--- config.mk ---
export PLATFORM = sky130hd
export DESIGN_NAME = ttc3_dus_access_arbiter
export DESIGN_NICKNAME = d
export VERILOG_FILES = /design/src/rtl/ttc3_dus_access_arbiter.sv
export SDC_FILE = /design/constraint.sdc
export NUM_CORES = 1
export LEC_CHECK = 0
export CORE_ASPECT_RATIO = 1.25
export CORE_MARGIN = 4
export CORE_UTILIZATION = 47
export DETAILED_ROUTE_END_ITERATION = 10
export GPL_TIMING_DRIVEN = 1
export PLACE_DENSITY = 0.75
export SLEW_MARGIN = 30
export SYNTH_ARGS = -nofsm -noshare
export SYNTH_HDL_FRONTEND = slang
export SYNTH_SLANG_ARGS = --single-unit
--- constraint.sdc ---
create_clock -name clock -period 1.8 [get_ports clock]
set_input_delay 0.27 -clock clock [delete_from_list [all_inputs] [get_ports clock]]
set_output_delay 0.27 -clock clock [all_outputs]
set_load 0.01 [all_outputs]
--- src/rtl/ttc3_dus_access_arbiter.sv ---
// ttc3_dus_access_arbiter
// Shares the single DUS storage KDF read port between NUM_CLIENTS requesters.
// Grants are round-robin over (req & client_enable), bounded to MAX_HOLD
// cycles, and every grant is followed by a SCRUB_CYCLES gap with kdf_request
// forced low so no two owners see adjacent DUS exposure windows.
module ttc3_dus_access_arbiter #(
  parameter int unsigned NUM_CLIENTS  = 4,
  parameter int unsigned MAX_HOLD     = 16,
  parameter int unsigned SCRUB_CYCLES = 2
) (
  input  logic                           clock,
  input  logic                           reset,
  input  logic                           dus_valid,
  input  logic [NUM_CLIENTS-1:0]         client_enable,
  input  logic [NUM_CLIENTS-1:0]         req,
  input  logic [NUM_CLIENTS-1:0]         done,
  output logic [NUM_CLIENTS-1:0]         grant,
  output logic [$clog2(NUM_CLIENTS)-1:0] grant_id,
  output logic                           kdf_request,
  output logic                           busy,
  output logic                           timeout
);

  localparam int unsigned IDW = $clog2(NUM_CLIENTS);

  typedef enum logic [1:0] {
    ST_IDLE,
    ST_GRANT,
    ST_SCRUB
  } state_e;

  state_e                 state_q, state_d;
  logic [NUM_CLIENTS-1:0] grant_q, grant_d;
  logic [IDW-1:0]         grant_id_q, grant_id_d;
  logic                   kdf_request_q, kdf_request_d;
  logic                   timeout_q, timeout_d;
  logic [7:0]             hold_q, hold_d;
  logic [3:0]             scrub_q, scrub_d;
  logic [IDW-1:0]         rr_q, rr_d;

  logic [NUM_CLIENTS-1:0] eligible;
  logic                   pick_found;
  logic [IDW-1:0]         pick_idx;
  logic [IDW-1:0]         pick_next;
  int unsigned            cand;
  logic                   owner_release;

  assign eligible = req & client_enable;

  // Round-robin search: first eligible index starting at the rr pointer, wrapping.
  always_comb begin
    pick_found = 1'b0;
    pick_idx   = '0;
    cand       = 0;
    for (int unsigned i = 0; i < NUM_CLIENTS; i++) begin
      cand = (32'(rr_q) + i) % NUM_CLIENTS;
      if (!pick_found && eligible[cand[IDW-1:0]]) begin
        pick_found = 1'b1;
        pick_idx   = cand[IDW-1:0];
      end
    end
    pick_next = IDW'((32'(pick_idx) + 1) % NUM_CLIENTS);
  end

  // Owner-side release conditions; these take priority over the hold limit.
  assign owner_release = !dus_valid || !req[grant_id_q] || done[grant_id_q] ||
                         !client_enable[grant_id_q];

  // Next-state and registered-output computation.
  always_comb begin
    state_d       = state_q;
    grant_d       = grant_q;
    grant_id_d    = grant_id_q;
    kdf_request_d = kdf_request_q;
    timeout_d     = 1'b0;
    hold_d        = hold_q;
    scrub_d       = scrub_q;
    rr_d          = rr_q;
    case (state_q)
      ST_IDLE: begin
        if (dus_valid && pick_found) begin
          state_d           = ST_GRANT;
          grant_d           = '0;
          grant_d[pick_idx] = 1'b1;
          grant_id_d        = pick_idx;
          kdf_request_d     = 1'b1;
          hold_d            = 8'd1;
          rr_d              = pick_next;
        end
      end
      ST_GRANT: begin
        if (owner_release || (hold_q == 8'(MAX_HOLD))) begin
          // A release in the same cycle as hold expiry is a normal release.
          timeout_d     = !owner_release;
          state_d       = ST_SCRUB;
          grant_d       = '0;
          grant_id_d    = '0;
          kdf_request_d = 1'b0;
          hold_d        = '0;
          scrub_d       = 4'd1;
        end else begin
          hold_d = hold_q + 8'd1;
        end
      end
      ST_SCRUB: begin
        if (scrub_q == 4'(SCRUB_CYCLES)) begin
          state_d = ST_IDLE;
          scrub_d = '0;
        end else begin
          scrub_d = scrub_q + 4'd1;
        end
      end
      default: begin
        state_d       = ST_IDLE;
        grant_d       = '0;
        grant_id_d    = '0;
        kdf_request_d = 1'b0;
        hold_d        = '0;
        scrub_d       = '0;
      end
    endcase
  end

  // State register with synchronous reset; reset drops any live grant at once.
  always_ff @(posedge clock) begin
    if (reset) begin
      state_q       <= ST_IDLE;
      grant_q       <= '0;
      grant_id_q    <= '0;
      kdf_request_q <= 1'b0;
      timeout_q     <= 1'b0;
      hold_q        <= '0;
      scrub_q       <= '0;
      rr_q          <= '0;
    end else begin
      state_q       <= state_d;
      grant_q       <= grant_d;
      grant_id_q    <= grant_id_d;
      kdf_request_q <= kdf_request_d;
      timeout_q     <= timeout_d;
      hold_q        <= hold_d;
      scrub_q       <= scrub_d;
      rr_q          <= rr_d;
    end
  end

  assign grant       = grant_q;
  assign grant_id    = grant_id_q;
  assign kdf_request = kdf_request_q;
  assign busy        = (state_q != ST_IDLE);
  assign timeout     = timeout_q;

endmodule

==> results of run 1 <==
[flip-flops by register name, indices dropped and copies added (netlist names)]
register and flops:
grant 4, grant_id 2, hold_q 8, kdf_request 1, rr_q 2, scrub_q 4, state_q 2, timeout 1
[stage by stage]
| stage | utilization, % | TNS, ns | cell area, um2 | hold slack [ns] |
|---|---|---|---|---|
| 2_1_floorplan | - | 0 | 1374 | 0.3705 |
| 3_3_place_gp | 67.72 | -5.401 | 1851 | 0.4383 |
| 3_5_place_dp | 67.72 | -7.921 | 1851 | 0.4508 |
| 4_1_cts | 71.38 | -0.03663 | 1951 | 0.4804 |
| 5_1_grt | 73.08 | -0.3180 | 1997 | 0.4992 |
| 6_report | 73.08 | -0.01056 | 1997 | 0.4831 |
[cell families after synthesis]
family / after synthesis / share of synthesized area (%)
adders and majority gates: 7 / 6.381
and+or+nand+nor: 57 / 23.61
DFF: 24 / 35.00
AOI/OAI and AO/OA: 49 / 25.89
xor gates and xnor gates: 5 / 3.190
buffers and inverters: 19 / 5.925
[critical path: stages, from the launching register on]
cell	delay, ns
dfxtp_2	0.35
inv_2	0.07
ha_4	0.12
nor4b_4	0.23
a31oi_2	0.16
and3_4	0.22
or4_4	0.49
a21oi_2	0.13
[final cells by class]
class | count | area, um2
clock buffers | 4 | 36.28
multi-input cells | 118 | 904.6
flip-flops and latches | 24 | 484.2
fillers | 206 | 735.7
inverters | 12 | 45.04
repair buffers | 57 | 484.2
well taps | 34 | 42.54
[synthesized netlist by cell type, drive strengths merged, types with 2 or more instances]
cell / count
a2111oi: 2
xnor2: 5
o311ai: 3
a311oi: 2
a31oi: 3
o21ai: 7
nor2b: 2
nor3: 3
inv: 12
a32o: 3
nand3: 8
nand2: 17
ha: 7
o31ai: 2
and3: 2
nand4b: 3
nor4b: 2
buf: 3
a21o: 3
a211oi: 5
clkbuf: 4
a21oi: 9
nor2: 11
dfxtp: 24
a22o: 2
[metal layers]
metal	up-vias	wire, um	GRT usage [%]
met3	8	126	3.962
li1	712	-	-
met2	31	2071	41.52
met1	704	1649	21.94
met4	0	60	8.012
met5	-	0	0
[repair_timing]
action,in CTS,in global routing
buffers inserted,1,1
pin swaps,3,5
cloned,0,0
setup endpoints to repair,21,18
gates resized for setup,17,13
[power by group through the flow]
stage               logic [W]  clock network [W]  registers, W
detailed placement   0.000398                  0      0.000593
global placement     0.000387                  0      0.000591
global route         0.000487           0.000314      0.000588
finish               0.000453           0.000292      0.000584
CTS                  0.000425           0.000292      0.000582
floorplan            0.000182                  0      0.000596
[worst paths after layout]
path                from     endpoint  slack [ns]  cells after the start
max            hold_q[0]   scrub_q[1]       -0.01                      7
min          kdf_request  kdf_request        0.48                      1
max reg2reg    hold_q[0]   scrub_q[1]       -0.01                      7
min reg2reg  kdf_request  kdf_request        0.48                      1
==> results.py, run 1 <==
metrics = {
    "power_and_ir_drop": {
        "power.share.sequential_pct": 43.9,
        "p_int_w": 0.0009162,
        "relative_contribution_of_the_clock_network_to_total_power_pct": 22.0,
        "power_switching_share_pct": 31.03,
        "irDropWorstVdd_v": 0.0005193,
        "netSwitchingPower_w": 0.0004122,
        "power.density_cell_area_mw_per_mm2": 665.2,
        "p_leak_nw": 0.7633,
        "totalPowerFinal_w": 0.001328,
        "comb_power_share_pct": 34.1,
    },
    "routing": {
        "detailedRoute.firstIterationViolations": 77,
        "drt-vias-per-instance": 5.843,
        "drc": 0,
        "wl_per_cell_um": 15.69,
        "drt_wl_total_um": 3907,
        "drtAntennaViolNets": 0,
        "firstDrtPassIters": 4,
        "num_vias": 1455,
    },
    "placement": {
        "dpl_worst_slack_ns": -0.4202,
        "dp_hpwl_um": 2954,
        "gp_congestion": 0.9538,
        "placed_cells_incl_taps": 243,
        "port-buffer-count": 23,
    },
    "cells_and_area": {
        "layout.cells.non_filler": 249,
        "area.growth.synth_to_final_pct": 45.49,
        "post_route_cells_drive_above_1_share_pct": 30.70,
        "final_cell_mix": "buf_4, clkdlybuf4s50_1, dfxtp_1",
        "final_common_cell": "buf_4",
        "diodes": 0,
        "final_nets": 238,
    },
    "hold_path": {
        "timing.hold.worst.class": "reg -> reg",
    },
    "sta": {
        "worst_slew_margin_rel_pct": 71.38,
        "worst_clock_skew_ns": 0.007611,
        "report.final.setup_viol": 1,
        "finalCriticalPeriod_ns": 1.811,
        "layout_worst_path_cycle_share_pct": 100.6,
        "worst-slew-pin-transition_ns": 0.4240,
        "finalHoldViolations": 0,
        "post-route-worst-setup-slack_ns": -0.01056,
        "timing.final.max_slew_violations": 0,
        "rsz_0062_raised_after_global_routing": "true",
        "timing.fmax_mhz": 552.3,
    },
    "floorplan": {
        "initial_util_pct": 50.23,
        "floorplan.rows": 21,
        "die_height_um": 68.42,
        "core_region_area_mm2": 0.002733,
        "io_count": 24,
        "die_area_mm2": 0.003854,
        "die_width_um": 56.34,
    },
    "grt": {
        "antenna_found_initial": 0,
        "grt_start_max_net_pins": 14,
        "grt_usage_pct": 20.99,
        "global_route.overflow_total": 0,
        "grt_first_pass_wirelength_um": 6444,
        "number_of_global_route_vias_before_repair": 1494,
    },
    "setup_path": {
        "worstSetupStartpointType": "register",
        "timing.setup.critical_path_class": "reg -> reg",
        "cp_max_fo": 3,
        "worst-endpoint-arrival_ns": 2.08,
        "cp_data_required_time_ns": 2.07,
        "end_kind": "register",
    },
    "run": {
        "cap_violations": 0,
    },
    "status": {
        "status": "finished with violations",
        "failed_checks": "setup timing",
    },
    "synthesis": {
        "synth-seq-area-share_pct": 35.00,
        "cell_area_after_synthesis_mm2": 0.001373,
        "syn_area_per_cell_um2": 8.525,
        "synthTopCellsByArea": "dfxtp_1, ha_1, nand2_1, a21oi_1, inv_1",
        "synth_enable_flop_cells": 0,
        "cell_type_contributing_the_most_total_cell_area_after_synthesis": "dfxtp_1",
        "synthesized_instance_count": 161,
        "postSynth.asyncResetShare_pct": 0,
        "postSynth.topFlopCell": "dfxtp_1",
        "yosys_warnings": 0,
        "synth_seq_cells": 24,
        "nets_in_the_synthesized_netlist": 183,
        "synth.lib_cells_used.distinct": 44,
        "synthDominantCellAreaShare_pct": 35.00,
    },
    "clock_network": {
        "cts_buffers": 3,
        "clock_sink_total": 24,
        "holdBufCountCts": 0,
        "root_buffer": "clkbuf_4",
        "cts.reportedPaths.clkPinSlew_ns": 0.14,
        "tritoncts_clock_tree": "built",
        "clkLatencyLatePin_ns": 0.32,
        "cts_htree_levels": 1,
        "cts_buffer_depth": 2,
    },
}
Note: power is estimated with default switching activity, not from simulation.
==> inputs of run 2 (changes only) <==
--- a/config.mk
+++ b/config.mk
@@ -8,6 +8,7 @@
 export CORE_ASPECT_RATIO = 1.25
 export CORE_MARGIN = 4
 export CORE_UTILIZATION = 47
+export CTS_CLUSTER_SIZE = 14
 export DETAILED_ROUTE_END_ITERATION = 10
 export GPL_TIMING_DRIVEN = 1
 export PLACE_DENSITY = 0.75
==> results of run 2 <==
Same layout as run 1: the final DEF is identical, and so are final timing and power.
